## src/rtl/uart_receiver_core.sv

```systemverilog
`default_nettype none
// +----------------------------------------------------------------------------+
// | uart_receiver_core : 8O1 UART receive engine. Optional UART_RX_MAJORITY_EN |
// | selects 2-of-3 majority sampling of data, parity and stop bits.            |
// | Revision 1.0                                                               |
// +----------------------------------------------------------------------------+
module uart_receiver_core #(
  parameter int CLK_RATE  = 100_000_000,
  parameter int BAUD_RATE = 19200
) (
  input  logic       clk,
  input  logic       rst_n,
  input  logic       rx,
  output logic [7:0] data_rx,
  output logic       data_strobe,
  output logic       parity_error,
  output logic       framing_error,
  output logic       rx_busy
);

  function automatic int clog2(input int value);
    int r;
    r = 0;
    while ((1 << r) < value) r = r + 1;
    return r;
  endfunction

  localparam int BIT_MAX  = CLK_RATE / BAUD_RATE - 1;
  localparam int HALF_MAX = BIT_MAX / 2;
  localparam int TW       = (clog2(BIT_MAX + 1) < 1) ? 1 : clog2(BIT_MAX + 1);

  localparam logic [TW-1:0] C_BIT_MAX  = TW'(BIT_MAX);
  localparam logic [TW-1:0] C_HALF_MAX = TW'(HALF_MAX);

  localparam logic [2:0] IDLE   = 3'd0;
  localparam logic [2:0] STRT   = 3'd1;
  localparam logic [2:0] DATA   = 3'd2;
  localparam logic [2:0] PARITY = 3'd3;
  localparam logic [2:0] STOP   = 3'd4;

  logic [2:0]    state, state_next;
  logic          rx_meta, rx_s, rx_d;
  logic [TW-1:0] timer;
  logic [2:0]    bit_cnt;
  logic [7:0]    shift;
  logic          par;
  logic          sample_evt, sample_bit;
  logic          start_ok;

  always_ff @(posedge clk or negedge rst_n) begin
    if (!rst_n) begin
      rx_meta <= 1'b1;
      rx_s    <= 1'b1;
      rx_d    <= 1'b1;
    end else begin
      rx_meta <= rx;
      rx_s    <= rx_meta;
      rx_d    <= rx_s;
    end
  end

`ifdef UART_RX_MAJORITY_EN
  // Samples at BIT_MAX-1 and BIT_MAX are held; the third is live rx_s one cycle later.
  logic s_early, s_mid, pend;
  always_ff @(posedge clk or negedge rst_n) begin
    if (!rst_n) begin
      s_early <= 1'b1;
      s_mid   <= 1'b1;
      pend    <= 1'b0;
    end else begin
      if (timer == C_BIT_MAX - 1'b1) s_early <= rx_s;
      if (timer == C_BIT_MAX)        s_mid   <= rx_s;
      pend <= (state == DATA || state == PARITY || state == STOP) && (timer == C_BIT_MAX);
    end
  end
  assign sample_evt = pend;
  assign sample_bit = (s_early & s_mid) | (s_early & rx_s) | (s_mid & rx_s);
`else
  assign sample_evt = (state == DATA || state == PARITY || state == STOP) && (timer == C_BIT_MAX);
  assign sample_bit = rx_s;
`endif

  assign start_ok = (state == STRT) && (timer == C_HALF_MAX) && !rx_s;

  always_ff @(posedge clk or negedge rst_n) begin
    if (!rst_n) state <= IDLE;
    else        state <= state_next;
  end

  always_comb begin
    state_next = state;
    case (state)
      IDLE:    if (rx_d && !rx_s) state_next = STRT;
      STRT:    if (timer == C_HALF_MAX) state_next = rx_s ? IDLE : DATA;
      DATA:    if (sample_evt && bit_cnt == 3'd7) state_next = PARITY;
      PARITY:  if (sample_evt) state_next = STOP;
      STOP:    if (sample_evt) state_next = IDLE;
      default: state_next = IDLE;
    endcase
  end

  always_comb begin
    rx_busy = (state != IDLE);
  end

  // Clearing the timer at mid-start aligns every later BIT_MAX hit to mid-bit.
  always_ff @(posedge clk or negedge rst_n) begin
    if (!rst_n) begin
      timer <= '0;
    end else begin
      case (state)
        IDLE:    timer <= '0;
        STRT:    timer <= (timer == C_HALF_MAX) ? '0 : timer + 1'b1;
        default: timer <= (timer == C_BIT_MAX)  ? '0 : timer + 1'b1;
      endcase
    end
  end

  always_ff @(posedge clk or negedge rst_n) begin
    if (!rst_n) begin
      bit_cnt       <= 3'd0;
      shift         <= 8'h00;
      par           <= 1'b1;
      data_rx       <= 8'h00;
      data_strobe   <= 1'b0;
      parity_error  <= 1'b0;
      framing_error <= 1'b0;
    end else begin
      data_strobe <= 1'b0;
      if (start_ok) begin
        bit_cnt <= 3'd0;
        par     <= 1'b1;
      end
      if (sample_evt) begin
        case (state)
          DATA: begin
            shift   <= {sample_bit, shift[7:1]};
            par     <= par ^ sample_bit;
            bit_cnt <= bit_cnt + 3'd1;
          end
          PARITY: par <= par ^ sample_bit;
          STOP: begin
            data_rx       <= shift;
            parity_error  <= par;
            framing_error <= ~sample_bit;
            data_strobe   <= 1'b1;
          end
          default: ;
        endcase
      end
    end
  end

endmodule
`default_nettype wire
```

## config.mk

```make
export PLATFORM = sky130hd
export DESIGN_NAME = uart_receiver_core
export DESIGN_NICKNAME = d
export VERILOG_FILES = /design/src/rtl/uart_receiver_core.sv
export SDC_FILE = /design/constraint.sdc
export NUM_CORES = 1
export LEC_CHECK = 0
export BUFFER_PORTS_ARGS = -buffer_cell sky130_fd_sc_hd__buf_2
export CAP_MARGIN = 40
export CORE_ASPECT_RATIO = 0.6
export CORE_MARGIN = 5
export CORE_UTILIZATION = 55
export DETAILED_ROUTE_END_ITERATION = 10
export PLACE_DENSITY_LB_ADDON = 0.3
export SYNTH_ARGS = -nofsm -noshare
export SYNTH_HDL_FRONTEND = slang
export SYNTH_SLANG_ARGS = --single-unit
```

## constraint.sdc

```tcl
create_clock -name clk -period 2.9 [get_ports clk]
set_clock_uncertainty 0.15 [all_clocks]
set_input_delay 0.145 -clock clk [delete_from_list [all_inputs] [get_ports clk]]
set_output_delay 0.145 -clock clk [all_outputs]
set_load 0.01 [all_outputs]
```

### Word-level counts from Yosys, hierarchy flattened

Index checks and enable logic that the tools add are counted.
W data, S select, Z words.

| storage, ports and cells | value |
|---|---|
| memories | 0 |
| word-level logic and storage cells | 60 |
| memory bits (writable) | 0 |
| bits of input ports | 3 |
| latch bits | 0 |
| register bits after elaboration | 42 |
| bits in read-only memories | 0 |
| output and inout bits | 12 |

| cells by class | value |
|---|---|
| multiply operators | 0 |
| $lt $le $gt $ge | 0 |
| mux-type cells | 18 |
| shift-type cells | 0 |
| bitwise gates (word level) | 2 |
| add/subtract/negate cells | 2 |
| divide/modulo/power cells | 0 |
| reductions and logical operators | 14 |
| equality and inequality tests | 12 |

Operator list:

| cell | count |
|---|---|
| $mux W13 | 2 |
| $pmux W13 S2 | 1 |
| $mux W3 | 8 |
| $pmux W3 S5 | 1 |
| $add A13 B1 Y13 const B | 1 |
| $eq A13 B12 Y1 const B | 1 |
| $eq A13 B13 Y1 const B | 1 |
| $eq A3 B2 Y1 const B | 2 |
| $eq A3 B3 Y1 const B | 2 |
| $ne A2 B2 Y1 const B | 3 |
| $logic_and A1 B1 Y1 | 5 |
| $mux W1 | 5 |
| $reduce_and A5 Y1 | 1 |
| $ne A2 B1 Y1 const B | 2 |
| $reduce_and A2 Y1 | 2 |
| $add A3 B1 Y3 const B | 1 |
| $eq A3 B1 Y1 const B | 1 |
| $logic_not A3 Y1 | 1 |
| $reduce_bool A3 Y1 | 1 |
| $logic_or A1 B1 Y1 | 2 |
| $mux W2 | 1 |
| $reduce_or A2 Y1 | 1 |
| $logic_not A1 Y1 | 1 |
| $not A1 Y1 | 1 |
| $xor A1 B1 Y1 | 1 |

### Logic depth before layout (Yosys ltp)

Gate-level depths: netlist of run 1.

| logic depth | value |
|---|---|
| depth in word-level cells | 7 |
| gate-level depth with buffers | 7 |
| depth with buffers taken out | 5 |

### Least setup slack after synthesis of run 1

Ideal clock, no wire load.

| timing | value |
|---|---|
| path kind | register -> register |
| start point | register timer[0] |
| end point | register data_rx[0] |
| clock period less this slack | 1897 ps |
| buffers on the path | 0 |
| stages on the path, launching flop included | 6 |
| slack | 1003 ps |
| setup time | 125 ps |
| required time | 2625 ps |
| arrival | 1622 ps |
| cells stage by stage | dfrtp_1 -> ha_1 -> nor3b_4 -> nand4_1 -> nor2_4 -> mux2_2 |

| on the way | value |
|---|---|
| longest elaborated chain between the ends | 3 |

Ends and longest elaborated chain:

| element | line | RTL |
|---|---|---|
| start: declaration | 43 | `logic [TW-1:0] timer;` |
| start signal: assignment | 113 | `STRT: timer <= (timer == C_HALF_MAX) ? '0 : timer + 1'b1;` |
| start signal: assignment | 114 | `default: timer <= (timer == C_BIT_MAX) ? '0 : timer + 1'b1;` |
| $eq A13 B13 Y1 | 79 | `assign sample_evt = (state == DATA \|\| state == PARITY \|\| state == STOP) && (timer == C_BIT_MAX);` |
| $logic_and A1 B1 Y1 | 79 |  |
| $reduce_and A2 Y1 (no source line) | -- |  |
| end signal: assignment | 143 | `data_rx <= shift;` |
| end: declaration | 14 | `output logic [7:0] data_rx,` |

Every way passes these cells.
A chain may end at the register's enable or synchronous reset.

### Final worst setup path of run 1

| timing | value |
|---|---|
| start point | register timer[0] |
| end point | register data_rx[1] |

The elaborated chain is that of the path after synthesis.

==> results.ini, run 1 <==
[outcome]
status=completed

[clock_network]
post-cts-setup-buffers=0
ctsHoldBuffers=2
clk-insertion-delay-late_ps=290
numCtsBuffers=5
tritoncts=done
htree_levels=2
clockBufferDepth=2
clkTransAtPathRegs_ps=80
cts_sinks=42
cts-resized-gates=0
cts_root_buf=clkbuf_8

[power_and_ir_drop]
totalPowerFinal_mw=1.295
leakage_nw=1.026
power_density_nw_per_um2=596.7
ir_drop_mv=0.3937

[place]
placement.io_buffers=14
gp_congestion=0.7880
dpl_cell_area_um2=2034
dp.cells=209
dpl.hpwl_um=2468

[timing]
timing.hold.ws_ps=172.5
setup_viol=0
tightest_slew_ps=441.0
final-hold-violation-count=0
rsz0062_at_grt=no
period_share_pct=72.72
period_needed_ps=2109
fmax_mhz=474.2
drv_slew=0
relSlewSlack_pct=70.60
setup_tns_ps=0

[die]
core-area_um2=3303
ios=15
die_w_um=86.12
rows=16
die_y_um=55.67
start_util_pct=57.88
die_area_um2=4794

[drt]
drt-pass1-iter-count=4
wl_per_cell_um=15.78
first_iter_violations=145
num_vias=1241
drcViolationCount=0
met1_length_um=1698
met2_wirelength_um=1496
drtAntennaViolNets=0
topRoutingLayerUsed=met4
viasPerCell=5.667
routed_wl_um=3455
dr_wl_met3_um=211

[flow_run]
cap_violations=0

[logic_synthesis]
yosysTopAreaCellShare_pct=49.74
yosysWarnings=0
synth_async_sr_flop_share_pct=100.0
syn-num-nets=159
synth.most_common_cell=dfrtp_1
syn_avg_cell_area_um2=12.50
synth_commonest_cells=dfrtp_1 (38), mux2_2 (17), nor2_1 (15)
synth_edf_count=0
yosysSeqAreaShare_pct=55.24
synth_area_leader_cell=dfrtp_1
synth_seq_cells=42
synth_ff_type=dfrtp_1
synthCells=153
netlist_area_um2=1912
synth_cell_types=39
synth.area.top_cells=dfrtp_1 (50%), mux2_2 (10%), dfstp_2 (5.5%)

[layout]
drive_above_1_share_pct=29.31
stdcell_area_um2=2171
fin_nets=179
area_growth_pct=13.55
layout.cells.non_filler=219
diodes=0

[setup_path]
r2r_start=timer[0]
critPathMaxFanout=10
reg2reg_to=data_rx[1]
regToRegSetupSlack_ps=790
reg2reg_depth=5
crit_path_start_kind=register
required_ps=2930
path_class=reg -> reg
critPathLaunch=timer[0]
critPathArrivalTime_ps=2140
end_kind=register
endpoint=data_rx[1]

[global_route]
grt_pass1_vias=1277
antenna_found_initial=0
grtUsageTotal_pct=16.46
grt_overflow=0
grt_pass1_wl_um=6141
grt_max_degree=27

[hold_path]
min_path_type=in -> async

-- per-layer routing --
| layer | up-vias | track usage (%) |
|---|---|---|
| met2 | 32 | 22.17 |
| met4 | 0 | 6.546 |
| met3 | 7 | 4.882 |
| li1 | 590 | - |
| met1 | 612 | 24.46 |
| met5 | - | 0 |
-- placed cells by master, fill, tap and decap left out, drive strengths merged, types with 2 or more instances in the layout --
cell type / n
and2: 2
and4: 3
and4bb: 3
buf: 15
clkbuf: 7
dfrtp: 38
dfstp: 4
dlygate4sd3: 2
ha: 3
inv: 3
mux2: 17
mux2i: 2
nand2: 8
nand3: 7
nand4: 7
nor2: 16
nor2b: 2
nor3: 2
nor3b: 2
nor4b: 2
nor4bb: 2
o21ai: 4
xnor2: 5
xor2: 7
-- critical path: stages (launching register included) --
cell	delay [ps]
dfrtp_1	400
ha_1	260
nor3b_4	300
nand4_1	190
nor2_4	320
mux2_2	380
-- report_power, final --
part / total, mW / internal [mW] / switching [mW] / leakage (nW)
sequential: 0.676 / 0.624 / 0.0516 / 0.563
combinational: 0.148 / 0.0701 / 0.0782 / 0.405
clock: 0.471 / 0.281 / 0.191 / 0.0585
total: 1.30 / 0.975 / 0.320 / 1.03
-- worst min-delay path by stage --
stage / from / end / slack [ps] / cells past startpoint
after CTS: rst_n / timer[5] / 170 / 2
after global routing: rst_n / timer[7] / 220 / 2
after global placement: rx / rx_meta / 100 / 1
after floorplan: rst_n / bit_cnt[0] / -300 / 0
final: rst_n / timer[5] / 170 / 2
after detailed placement: rst_n / timer[8] / -40 / 1
-- layout make-up --
type                       count  area, µm²
tap                           45      56.30
clock inverter                 1      30.03
fill                         255       1132
inverter                       3      11.26
multi-input combinational    104      813.3
sequential                    42       1056
timing repair buffer          17      117.6
clock buffer                   7      86.33
-- flip-flops by register name, summed over array words and instances, names as in the netlist, 3 cells and up --
| signal | cells |
|---|---|
| data_rx | 8 |
| bit_cnt | 3 |
| state | 3 |
| timer | 13 |
| shift | 8 |
-- per-stage QoR --
stage | setup slack, ps | util, %
2_1_floorplan | 1003 | -
3_5_place_dp | 803.9 | 61.59
6_report | 791.0 | 65.72
3_3_place_gp | 891.1 | 60.76
4_1_cts | 788.5 | 65.72
5_1_grt | 642.9 | 65.72
-- logic make-up after synthesis --
group	share of synthesized area (%)
AO/OA/AOI/OAI	3.404
XOR/XNOR	5.497
adder cells (fa/ha/maj)	1.964
buffers and inverters	2.225
flip-flops	55.24
multiplexers	11.06
AND/OR/NAND/NOR	20.62
No activity file was read; power rests on OpenSTA's default activity.
==> run 2, diff against run 1 <==
Clock period 2.9 ns to 2 ns, I/O delays scaled along.
==> run 2 against run 1 <==
Combinational power rose by 93%; core utilization rose by 4.7 points; power rose by 61%; setup slack got worse by 690 ps; sequential share of layout area fell by 3.2 points; maximum frequency rose by 11%; die area did not move; sequential power rose by 44%; via count rose by 4.8%; final area rose by 7.1%; global-route usage rose by 0.79 points; critical path depth rose by 1; largest power group unchanged; highest routed layer unchanged.
==> results.ini, run 2 (same netlist as run 1, synthesis figures left out) <==
[outcome]
status=completed

[clock_network]
clkTransAtPathRegs_ps=80
numCtsBuffers=5
cts_root_buf=clkbuf_8
tritoncts=done
cts_sinks=42
htree_levels=2
clk-insertion-delay-late_ps=300
clockBufferDepth=2

[timing]
fin_ws_ps=97.56
final-hold-violation-count=0
setup_viol=0
relSlewSlack_pct=71.65
rsz0062_at_grt=no
drv_slew=0
period_needed_ps=1902
timing.hold.ws_ps=117.1
tightest_slew_ps=425.3
setup_tns_ps=0
fmax_mhz=525.6
period_share_pct=95.12

[die]
die_area_um2=4794
core-area_um2=3303
ios=15
start_util_pct=57.88
die_y_um=55.67
rows=16
die_w_um=86.12

[place]
placement.io_buffers=14
place_ws_ps=49.21
gp_congestion=0.7561
dpl.hpwl_um=2814

[power_and_ir_drop]
switching_share_pct=23.90
ir_drop_mv=0.6380
pwr-share-comb_pct=13.7
power_frac_clock_pct=39.4
power_frac_seq_pct=46.9
leakage_nw=1.109
p_sw_uw=497.5
internal_power_mw=1.584
totalPowerFinal_mw=2.081
power_density_nw_per_um2=895.3

[layout]
multi_input_area_um2=843.3
top_register=timer
fill_cells=241
reg.largest.list=timer: 13 flops, data_rx: 8 flops, shift: 8 flops
diodes=0
area_growth_pct=21.60
seq_area_um2=1056
layout_commonest_cell=dfrtp_1
layout_common_cells=dfrtp_1 (38), mux2_2 (17), nor2_1 (15)
drive_above_1_share_pct=37.04
fin_nets=194
largest_register_ffs=13

[setup_path]
r2r_start=timer[0]
max_stage_delay_ps=400
path_class=reg -> reg
required_ps=2030
end_kind=register
regToRegSetupSlack_ps=100
reg2reg_to=data_rx[0]
critPathArrivalTime_ps=1930
critPathMaxFanout=5
crit_path_start_kind=register
reg2reg_depth=6
slowest_stage=dfrtp_1
path_cells=ha_1 > nor3b_4 > nand4_1 > buf_4 > nor2_4 > mux2_2

[global_route]
grt_overflow=0
grt_pass1_wl_um=6458
antenna_found_initial=0
grt_max_degree=20
grtUsageTotal_pct=17.25
grt_pass1_vias=1309

[drt]
drtAntennaViolNets=0
first_iter_violations=64
routed_wl_um=3878
num_vias=1300
drt-pass1-iter-count=4
drcViolationCount=0
wl_per_cell_um=16.57
viasPerCell=5.556

[hold_path]
min_path_type=in -> async

[flow_run]
cap_violations=0

run 2: changes by cell type in the layout (fill, tap and decap cells not counted), sizes merged:
| cell | previous run | this run |
|---|---|---|
| clkbuf | 7 | 6 |
| buf | 15 | 29 |
| nor2 | 16 | 17 |
| bufinv | 1 | 2 |
run 2: worst max path at each step:
stage	startpoint	end	slack (ps)	cells past startpoint
6_report	timer[0]	data_rx[0]	100	6
5_1_grt	timer[0]	data_rx[1]	8	6
4_1_cts	timer[0]	data_rx[1]	30	5
3_5_place_dp	timer[0]	data_rx[3]	50	5
3_3_place_gp	timer[0]	data_rx[5]	120	5
2_1_floorplan	timer[0]	data_rx[0]	100	5
run 2: cell type report:
type	count	area share, %
Multi-Input combinational cell	105	36.28
Clock inverter	2	2.583
Clock buffer	6	3.552
Inverter	3	0.4844
Timing Repair Buffer	31	9.257
Sequential cell	42	45.43
Tap cell	45	2.422
run 2: power groups by stage:
stage	Sequential, mW	Combinational [mW]	Clock (mW)
floorplan	0.975	0.164	0
global placement	0.978	0.250	0
detailed placement	0.988	0.262	0
CTS	0.971	0.266	0.825
global route	0.986	0.318	0.869
finish	0.976	0.286	0.820
run 2: critical path: cells and delay by family (launching register included):
family	cells	cell delay [ps]
simple gates	3	510
buf+inv	1	170
mux	1	360
fa+ha+maj	1	200
flops	1	400
run 2: what timing repair did:
action | CTS | global route
setup buffers | 0 | 4
gates resized for setup | 0 | 4
hold buffers | 2 | 0
endpoints found under the hold margin | 41 | 0
setup endpoints to repair | 0 | 25
run 2: layer usage:
layer / global-route usage [%] / vias up / wire [µm]
li1: - / 622 / -
met1: 24.83 / 636 / 1883
met2: 24.48 / 35 / 1706
met3: 5.473 / 7 / 235
met4: 5.643 / 0 / 53
met5: 0 / - / 0
run 2: metrics by stage:
step	util, %	instances	instance area [µm²]
floorplan	-	153	1912
global placement	63.26	219	2090
detailed placement	63.26	219	2090
CTS	68.18	229	2252
global route	70.38	234	2325
finish	70.38	234	2325
==> run 3, diff against run 2 <==
Settings changed: ABC_AREA from default to 1, CORE_ASPECT_RATIO 0.6 to 0.7.
==> run 3 against run 2 <==
Synthesized area increased by 5.8%; power decreased by 4.8%; register-to-register slack improved by 80 ps; hold slack improved by 93 ps; synthesized cell count increased by 59%; final cell count increased by 35%; sequential share of layout area increased by 1.6 points; first-iteration DRC count increased to 2.5 times the previous value; non-clock buffer count decreased by 13; largest power group unchanged.
==> results.ini, run 3 <==
[outcome]
status=completed

[global_route]
antenna_found_initial=0
grt_pass1_wl_um=6803
grt_pass1_vias=1419
grtUsageTotal_pct=18.83
grt_max_degree=43
grt_overflow=0

[setup_path]
crit_path_start_kind=register
required_ps=2030
cp_common_cell=nand2_2
critPathArrivalTime_ps=1850
end_kind=register
reg2reg_to=shift[3]
critical_path.top_delay_family=simple AND/OR/NAND/NOR gates
reg2reg_depth=10
max_stage_delay_ps=380
critPathMaxFanout=17
path_class=reg -> reg
path_cells=ha_1 > nand2_2 > inv_2 > nand2_2 > nor2_2 > nand2_2 > inv_2 > nand3_4 > nand2_1 > o21ai_2
crit_buf_inv=2
regToRegSetupSlack_ps=180
slowest_stage=dfrtp_1
r2r_start=timer[0]

[logic_synthesis]
synth_cell_types=23
syn_avg_cell_area_um2=8.321
netlist_area_um2=2022
synthAdderAreaFrac_pct=1.856
synth_ff_type=dfrtp_1
yosysWarnings=0
synth_top_family_by_area=simple AND/OR/NAND/NOR gates
synth_seq_cells=42
yosysSeqAreaShare_pct=52.23
yosysTopAreaCellShare_pct=47.03
synth_area_leader_cell=dfrtp_1
synth_async_sr_flop_share_pct=100.0
synth-simple-area-share_pct=26.36
synth_edf_count=0
synth.most_common_cell=nand2_1
synth_commonest_cells=nand2_1 (66), dfrtp_1 (38), inv_1 (30)
synth_xor_area_share_pct=0.8663
synth_mux_area_share_pct=0
syn-num-nets=249
synth.area.top_cells=dfrtp_1 (47%), nand2_1 (12%), inv_1 (5.6%)
synthCells=243
synth_compound_area_share_pct=10.95

[drt]
num_vias=1567
routed_wl_um=3962
viasPerCell=4.975
drtAntennaViolNets=0
wl_per_cell_um=12.58
dr_wl_met3_um=265
drcViolationCount=0
first_iter_violations=162
met2_wirelength_um=1687
drt-pass1-iter-count=4
topRoutingLayerUsed=met4
met1_length_um=1947

[place]
gp_congestion=0.9490
place_ws_ps=184.6
dpl.hpwl_um=2920
dp.cells=305
placement.io_buffers=14

[hold_path]
min_path_type=reg -> reg
holdPathEnd=rx_s
worstHoldStart=rx_meta
worstHoldPathCells=0

[flow_run]
cap_violations=0

[clock_network]
clkTransAtPathRegs_ps=80
numCtsBuffers=5
htree_levels=2
clockBufferDepth=2
tritoncts=done
cts_root_buf=clkbuf_8
clk-insertion-delay-late_ps=290
cts_sinks=42

[die]
rows=18
ios=15
die_w_um=82.47
start_util_pct=57.18
die_y_um=60.73
core-area_um2=3536
die_area_um2=5008

[layout]
diodes=0
layout_commonest_cell=nand2_1
area_growth_pct=11.14
seq_area_um2=1056
multi_input_area_um2=817.0
fin_nets=270
fill_cells=326
reg.largest.list=timer: 13 flops, data_rx: 8 flops, shift: 8 flops
top_register=timer
drive_above_1_share_pct=18.11
layout_common_cells=nand2_1 (66), dfrtp_1 (38), inv_1 (30)
layout.cells.non_filler=315
largest_register_ffs=13

[power_and_ir_drop]
totalPowerFinal_mw=1.981
internal_power_mw=1.296
power_frac_clock_pct=26.4
pwr-share-comb_pct=25.3
power_density_nw_per_um2=881.6
switching_share_pct=34.61
power_frac_seq_pct=48.2
p_sw_uw=685.6
ir_drop_mv=0.6307
leakage_nw=1.137

[timing]
period_share_pct=90.98
rsz0062_at_grt=yes
fin_ws_ps=180.3
setup_tns_ps=0
setup_viol=0
tightest_slew_ps=508.5
relSlewSlack_pct=66.10
drv_slew=0
timing.hold.ws_ps=210.2
fmax_mhz=549.5
period_needed_ps=1820
final-hold-violation-count=0

run 3: power groups by stage:
stage                     clock network [mW]  registers, mW  logic [mW]
final                                  0.524          0.955       0.502
after global routing                   0.574          0.963       0.568
after CTS                              0.537          0.955       0.496
after detailed placement                   0          0.969       0.493
after global placement                     0          0.968       0.471
after floorplan                            0          0.959       0.331
run 3: routing by layer:
metal / vias up / global-route usage (%)
li1: 813 / -
met1: 707 / 28.20
met2: 42 / 26.14
met3: 5 / 5.341
met4: 0 / 6.398
met5: - / 0
run 3: layout make-up:
cell class / instances / area share, %
clock inverters: 2 / 0.4454
multi-input cells: 164 / 36.36
inverters: 33 / 5.512
well taps: 50 / 2.784
flip-flops and latches: 42 / 46.99
clock buffers: 6 / 3.229
repair buffers: 18 / 4.677
run 3: timing repair:
action | in CTS | in global routing
endpoints found under the hold margin | 39 | 0
hold buffers | 2 | 0
buffers inserted | 0 | 0
endpoints found under the setup margin | 0 | 2
gates resized for setup | 0 | 2
run 3: worst max path at each step:
| stage | start | endpoint | slack, ps | cells past startpoint |
|---|---|---|---|---|
| 6_report | timer[0] | shift[3] | 180 | 10 |
| 5_1_grt | timer[0] | shift[1] | 2 | 10 |
| 4_1_cts | timer[0] | data_rx[4] | 170 | 10 |
| 3_5_place_dp | timer[0] | data_rx[4] | 180 | 10 |
| 3_3_place_gp | timer[0] | timer[10] | 260 | 8 |
| 2_1_floorplan | timer[0] | shift[6] | 390 | 11 |
run 3: logic make-up after synthesis:
group,after synthesis
adders and majority gates,3
buffers and inverters,37
xor gates and xnor gates,2
and+or+nand+nor,122
AOI/OAI and AO/OA,37
DFF,42
run 3: worst register-to-register path, delay by kind of cell, from the launching register on:
family                   cells  cell delay [ps]
AO/OA/AOI/OAI                1               60
buffers and inverters        2              180
flip-flops                   1              380
AND/OR/NAND/NOR              6              710
adder cells (fa/ha/maj)      1              230
run 3: stage by stage:
stage	instance area [µm²]	utilization, %
finish	2247	63.55
floorplan	2022	-
global route	2247	63.55
detailed placement	2137	60.44
CTS	2240	63.34
global placement	2137	60.44
